**config.mk**
```make
export PLATFORM = sky130hd
export DESIGN_NAME = traffic_light_ctrl_timed
export DESIGN_NICKNAME = d
export VERILOG_FILES = /design/src/rtl/traffic_light_ctrl_timed.sv
export SDC_FILE = /design/constraint.sdc
export NUM_CORES = 1
export LEC_CHECK = 0
export BUFFER_PORTS_ARGS = -buffer_cell sky130_fd_sc_hd__buf_2
export CORE_UTILIZATION = 50
export CTS_CLUSTER_SIZE = 16
export DETAILED_ROUTE_END_ITERATION = 8
export PLACE_DENSITY = 0.73
export SLEW_MARGIN = 0
export SYNTH_ARGS = -nofsm -noshare
export SYNTH_HDL_FRONTEND = slang
export SYNTH_SLANG_ARGS = --single-unit
```
**constraint.sdc**
```tcl
create_clock -name clk -period 3.11 [get_ports clk]
set_input_delay 0.4665 -clock clk [delete_from_list [all_inputs] [get_ports clk]]
set_output_delay 0.4665 -clock clk [all_outputs]
set_load 0.01 [all_outputs]
```
**src/rtl/traffic_light_ctrl_timed.sv**
```systemverilog
// Highway/farm-lane signal controller with internal tick prescaler, per-phase
// counters, min/max green times, optional all-red clearance and request latching.
module traffic_light_ctrl_timed #(
  parameter int TICK_DIV       = 1,
  parameter int CNT_W          = 8,
  parameter int HW_MIN_GREEN   = 10,
  parameter int LANE_MIN_GREEN = 2,
  parameter int LANE_MAX_GREEN = 6,
  parameter int YELLOW_TIME    = 3,
  parameter int ALL_RED_TIME   = 1
) (
  input  logic       clk,
  input  logic       reset,
  input  logic       sensor,
  output logic [1:0] highway,
  output logic [1:0] lane,
  output logic [2:0] state,
  output logic       req_pending
);

  typedef enum logic [2:0] {
    S_HG  = 3'd0,
    S_HY  = 3'd1,
    S_AR1 = 3'd2,
    S_LG  = 3'd3,
    S_LY  = 3'd4,
    S_AR2 = 3'd5
  } state_e;

  localparam logic [1:0] L_RED = 2'b00;
  localparam logic [1:0] L_YEL = 2'b01;
  localparam logic [1:0] L_GRN = 2'b10;

  localparam int PW = (TICK_DIV > 1) ? $clog2(TICK_DIV) : 1;
  localparam logic [PW-1:0]  PRESC_LAST = PW'(TICK_DIV - 1);
  localparam logic [CNT_W-1:0] CNT_MAX  = {CNT_W{1'b1}};
  localparam logic [CNT_W:0] HW_MIN_E   = (CNT_W+1)'(HW_MIN_GREEN);
  localparam logic [CNT_W:0] LN_MIN_E   = (CNT_W+1)'(LANE_MIN_GREEN);
  localparam logic [CNT_W:0] LN_MAX_E   = (CNT_W+1)'(LANE_MAX_GREEN);
  localparam logic [CNT_W:0] YEL_E      = (CNT_W+1)'(YELLOW_TIME);
  localparam logic [CNT_W:0] AR_E       = (CNT_W+1)'(ALL_RED_TIME);

  state_e           state_q, state_d;
  logic [PW-1:0]    presc_q, presc_d;
  logic [CNT_W-1:0] cnt_q, cnt_d;
  logic             req_q, req_d;
  logic [1:0]       highway_q, lane_q;
  logic             tick_s;
  logic [CNT_W:0]   elapsed_s;

  function automatic logic [1:0] hw_light(input state_e s);
    case (s)
      S_HG:    hw_light = L_GRN;
      S_HY:    hw_light = L_YEL;
      default: hw_light = L_RED;
    endcase
  endfunction

  function automatic logic [1:0] lane_light(input state_e s);
    case (s)
      S_LG:    lane_light = L_GRN;
      S_LY:    lane_light = L_YEL;
      default: lane_light = L_RED;
    endcase
  endfunction

  // Next-state, prescaler/phase-counter and request-latch computation
  always_comb begin
    tick_s    = (presc_q == PRESC_LAST);
    // elapsed counts the tick completing in this cycle, so exits land on N*TICK_DIV
    elapsed_s = {1'b0, cnt_q} + {{CNT_W{1'b0}}, tick_s};
    state_d   = state_q;
    case (state_q)
      S_HG: begin
        if (elapsed_s >= HW_MIN_E && (req_q || sensor)) state_d = S_HY;
        else                                             state_d = S_HG;
      end
      S_HY: begin
        if (elapsed_s == YEL_E) state_d = (ALL_RED_TIME == 0) ? S_LG : S_AR1;
        else                    state_d = S_HY;
      end
      S_AR1: begin
        if (elapsed_s == AR_E) state_d = S_LG;
        else                   state_d = S_AR1;
      end
      S_LG: begin
        if (elapsed_s == LN_MAX_E || (elapsed_s >= LN_MIN_E && !sensor)) state_d = S_LY;
        else                                                              state_d = S_LG;
      end
      S_LY: begin
        if (elapsed_s == YEL_E) state_d = (ALL_RED_TIME == 0) ? S_HG : S_AR2;
        else                    state_d = S_LY;
      end
      S_AR2: begin
        if (elapsed_s == AR_E) state_d = S_HG;
        else                   state_d = S_AR2;
      end
      default: state_d = S_HG;
    endcase

    if (state_d != state_q) begin
      presc_d = '0;
      cnt_d   = '0;
    end else if (tick_s) begin
      presc_d = '0;
      cnt_d   = (cnt_q == CNT_MAX) ? cnt_q : cnt_q + CNT_W'(1);
    end else begin
      presc_d = presc_q + PW'(1);
      cnt_d   = cnt_q;
    end

    if (state_d == S_LG && state_q != S_LG) req_d = 1'b0;
    else if (state_q == S_HG && sensor)     req_d = 1'b1;
    else                                    req_d = req_q;
  end

  // State, counters and light outputs register; lights decoded from next state
  always_ff @(posedge clk) begin
    if (reset) begin
      state_q   <= S_HG;
      presc_q   <= '0;
      cnt_q     <= '0;
      req_q     <= 1'b0;
      highway_q <= L_GRN;
      lane_q    <= L_RED;
    end else begin
      state_q   <= state_d;
      presc_q   <= presc_d;
      cnt_q     <= cnt_d;
      req_q     <= req_d;
      highway_q <= hw_light(state_d);
      lane_q    <= lane_light(state_d);
    end
  end

  assign highway     = highway_q;
  assign lane        = lane_q;
  assign state       = state_q;
  assign req_pending = req_q;

endmodule

```
* Word-level counts from Yosys, hierarchy flattened *
Cells that the tools add are included.

storage, ports and cells
  register bits = 17
  input bits = 3

operators by class
  add/sub/neg operators = 3
  order comparisons = 2
  equality and inequality tests = 14
  mux-type cells = 9
  bitwise logic cells = 2
  reductions and logical operators = 13

operators by type and width
  cell                   number
  $pmux W3 S6            1
  $add A8 B1 Y9          1
  $eq A3 B2 Y1 const B   3
  $eq A3 B3 Y1 const B   3
  $eq A9 B1 Y1 const B   1
  $eq A9 B2 Y1 const B   1
  $eq A9 B3 Y1 const B   1
  $ge A9 B2 Y1 const B   1
  $ge A9 B4 Y1 const B   1
  $add A8 B1 Y8 const B  1
  $eq A8 B8 Y1 const B   1
  $pmux W2 S2            2
  $eq A3 B1 Y1 const B   2
  $logic_not A3 Y1       2
  $mux W3                2
  $logic_and A1 B1 Y1    4
  $reduce_or A2 Y1       2
  $mux W1                3
  $ne A3 B2 Y1 const B   1
  $ne A3 B3 Y1           1
  $reduce_or A3 Y1       1
  $logic_or A1 B1 Y1     2
  $mux W2                1
  $not A1 Y1             2
  3 further kinds        3

* Depth between registers and ports, before layout *
  depth after elaboration = 10
  gate-level depth with buffers = 10

* Worst setup path before layout *
No wires, ideal clock.

  path type = register -> register
  start = reg presc_q
  end = reg cnt_q[0]
  arrival = 2113 ps
  data required time = 2985 ps
  slack = 872 ps
  stages on the path, launching flop included = 11
  path buffers = 1
  clock period less this slack = 2238 ps
  cells stage by stage = dfxtp_1 > inv_1 > ha_1 > ha_1 > buf_4 > nor3b_1 > a41oi_2 > nor4b_1 > o21ai_0 > nand4b_1 > nor2_1

between the ends
  longest elaborated chain between the ends = 9
  elaborated cells between the ends (all ways) = 20
  classes of those cells = add/sub (1); order compare (2); eq/ne (4); mux (7); bitwise (1); reduce/logical (5)

ends and longest elaborated chain
  item                        RTL line  text
  start, declared             44        logic [PW-1:0] presc_q, presc_d;
  start signal, assigned      128       presc_q <= presc_d;
  $not A1 Y1 (no line) (*)    --
  via tick_s                  48        logic tick_s;
  $add A8 B1 Y9               71        elapsed_s = {1'b0, cnt_q} + {{CNT_W{1'b0}}, tick_s};
  $ge A9 B2 Y1                87        if (elapsed_s == LN_MAX_E || (elapsed_s >= LN_MIN_E && !sensor)) state_d = S_LY;
  $logic_and A1 B1 Y1         87
  $logic_or A1 B1 Y1          87
  $mux W3                     87
  $pmux W3 S6                 73        case (state_q)
  $ne A3 B3 Y1                101       if (state_d != state_q) begin
  $reduce_or A2 Y1 (no line)  --
  end signal, assigned        129       cnt_q <= cnt_d;
  end, declared               45        logic [CNT_W-1:0] cnt_q, cnt_d;

The timed path passes the listed nets; every way through them passes the cells marked *.
A chain may end at the register's enable or synchronous reset.

* Final worst setup path *
Same ends and word-level chain as after synthesis.

==> impl_metrics.tcl <==
set metrics [dict create \
    status "completed" \
    drt_pass1_iterations 4 \
    antenna_found_initial 0 \
    layout_common_cells "17 x dfxtp_1, 14 x nor2_1, 10 x buf_2" \
    hp-class "in -> reg" \
    cp_max_fo 10 \
    synth_fp_nets 131 \
    wl_per_cell_um 13.6 \
    fp.dieW_um 49.0 \
    core_um2 2020 \
    cts_tree "built" \
    cts.sinks 17 \
    final_core_util_pct 56.5 \
    cp_top_family "simple AND/OR/NAND/NOR gates" \
    crit_type "reg -> reg" \
    finalNetCount 138 \
    endpoint_kind "flop" \
    synthMuxAreaShare_pct 0.907 \
    dpl.hpwl_um 1560 \
    num_vias 943 \
    cpPeakStageDelay_ps 530 \
    path_clk_slew_ps 100 \
    finalHoldViolations 0 \
    die-height_um 49.0 \
    syn_to_final_growth_pct 3.52 \
    hold_slack_ps 438 \
    synth_area_um2 1100 \
    route.detailed.drc 0 \
    postCtsHoldBufs 0 \
    netlist_instances 124 \
    synth-simple-area-share_pct 29.3 \
    cts_buffers 3 \
    syn_area_per_cell_um2 8.90 \
    htree_levels 1 \
    via_per_inst 6.01 \
    ir_worst_vdd_mv 0.304 \
    rows 16 \
    min_period_over_period_pct 84.4 \
    io_pins 11 \
    setup_viol 0 \
    finClkSkew_ps 4.74 \
    diodes 0 \
    grt_pass1_wl_um 3720 \
    worstPathArrival_ps 2790 \
    grt_use_total_pct 19.6 \
    p_per_area_nw_per_um2 343 \
    fin_ws_ps 485 \
    synth-async-reset-ratio_pct 0 \
    placed_cells 153 \
    ys_ff_latch 17 \
    p_leak_uw 0.000453 \
    ys.flop_type "dfxtp_1" \
    drtIter0Drc 45 \
    clock.fmax_ghz 0.381 \
    initial_utilization_pct 54.6 \
    clk_latency_ps 280 \
    yosys.area.top_type_share_pct 30.8 \
    clk_path_buf_depth 2 \
    cts_setup_buffers 0 \
    grt_setup_unrepaired "no" \
    pre_cts_ws_ps 552 \
    drt-total-wl_um 2140 \
    cp.buffers_inverters 2 \
    tns_ps 0 \
    synth_compound_area_share_pct 21.1 \
    root_buffer "clkbuf_4" \
    start_kind "flop" \
    synth_edf_count 0 \
    path_cells "inv_1, ha_1, ha_1, inv_1, or4b_1, o22ai_2, o21bai_1, nand4b_1, nor2_1" \
    synthAdderAreaFrac_pct 4.54 \
    postRouteAntennaNets 0 \
    synth_warnings 0 \
    crit_cells 9 \
    layout-drive-gt1-share_pct 18.5 \
    hold_depth 2 \
    synth.distinct_cells 55 \
    port_buffers 10 \
    fin_crit_ps 2620 \
    cap_violations 0 \
    synthTopCellsByArea "dfxtp_1 31%, nor2_1 4.8%, ha_1 4.5%" \
    dieArea_um2 2400 \
    synth_area_leader_cell "dfxtp_1" \
    final_common_cell "dfxtp_1" \
    cpMaxStageDelayCell "or4b_1" \
    synth_top_family_by_area "simple AND/OR/NAND/NOR gates" \
    reg2reg_depth 9 \
    gp_congestion 0.915 \
    grt_overflow 0 \
    grt_max_degree 15 \
    instances_no_fill 157 \
    synth_xor_xnor_area_share_pct 5.56 \
    maxSlewViolCount 0 \
    cts_resized 0 \
    cp_data_required_time_ps 3280 \
    ys_seq_area_share_pct 30.8 \
    grt_pass1_vias 858 \
]
==> cell usage after synthesis, types with 2 or more instances <==
cell type and instances:
dfxtp_1 17, nor2_1 14, nand2_1 7, nor3_1 6, nand3_1 5, o21ai_0 5
xor2_1 5, ha_1 4, a21oi_1 3, a31oi_1 3, inv_1 3, nor3b_1 3
buf_2 2, buf_4 2, buf_6 2, nand3b_1 2, nor2b_1 2, xnor2_1 2
==> area by class of cell <==
type                    count  area, um2
inverters                   3       11.3
flip-flops and latches     17        340
multi-input cells          96        681
fillers                   188        880
repair buffers             10       50.0
clock buffers               4       26.3
well taps                  27       33.8
==> worst paths after layout <==
kind	slack, ps	startpoint	end
max	490	presc_q$_SDFF_PP0_	cnt_q[0]$_SDFFE_PP0P_
min	440	reset	state[0]$_SDFF_PP0_
max reg2reg	490	presc_q$_SDFF_PP0_	cnt_q[0]$_SDFFE_PP0P_
min reg2reg	540	req_pending$_SDFFE_PP0P_	req_pending$_SDFFE_PP0P_
==> registers in the layout, indices dropped and copies added, names as in the netlist <==
name         count
req_pending      1
lane             2
cnt_q            8
highway          2
presc_q          1
state            3
==> metal layers <==
metal | up-vias | wire length, um | global-route usage, %
met1 | 432 | 980 | 27.7
met2 | 38 | 965 | 30.6
met5 | - | 0 | 0
met3 | 4 | 171 | 3.12
met4 | 0 | 23 | 5.88
li1 | 469 | - | -
==> cells by family after synthesis <==
logic type	after synthesis
flip-flops	17
buffers and inverters	11
AND/OR/NAND/NOR	54
AO/OA/AOI/OAI	29
XOR/XNOR	7
adder cells (fa/ha/maj)	4
other	1
multiplexers	1
==> metrics by stage <==
step,instance area [um2],total power (uW)
detailed placement,1120,281
global placement,1120,279
global route,1140,414
finish,1140,392
CTS,1140,394
floorplan,1100,273
==> power breakdown <==
group	total (uW)	switching, uW	internal (uW)	leakage [uW]
Clock	115	65.7	49.8	0.0000150
Combinational	46.1	30.5	15.6	0.000300
Sequential	231	8.45	222	0.000138
(Power assumes the default switching activity.)
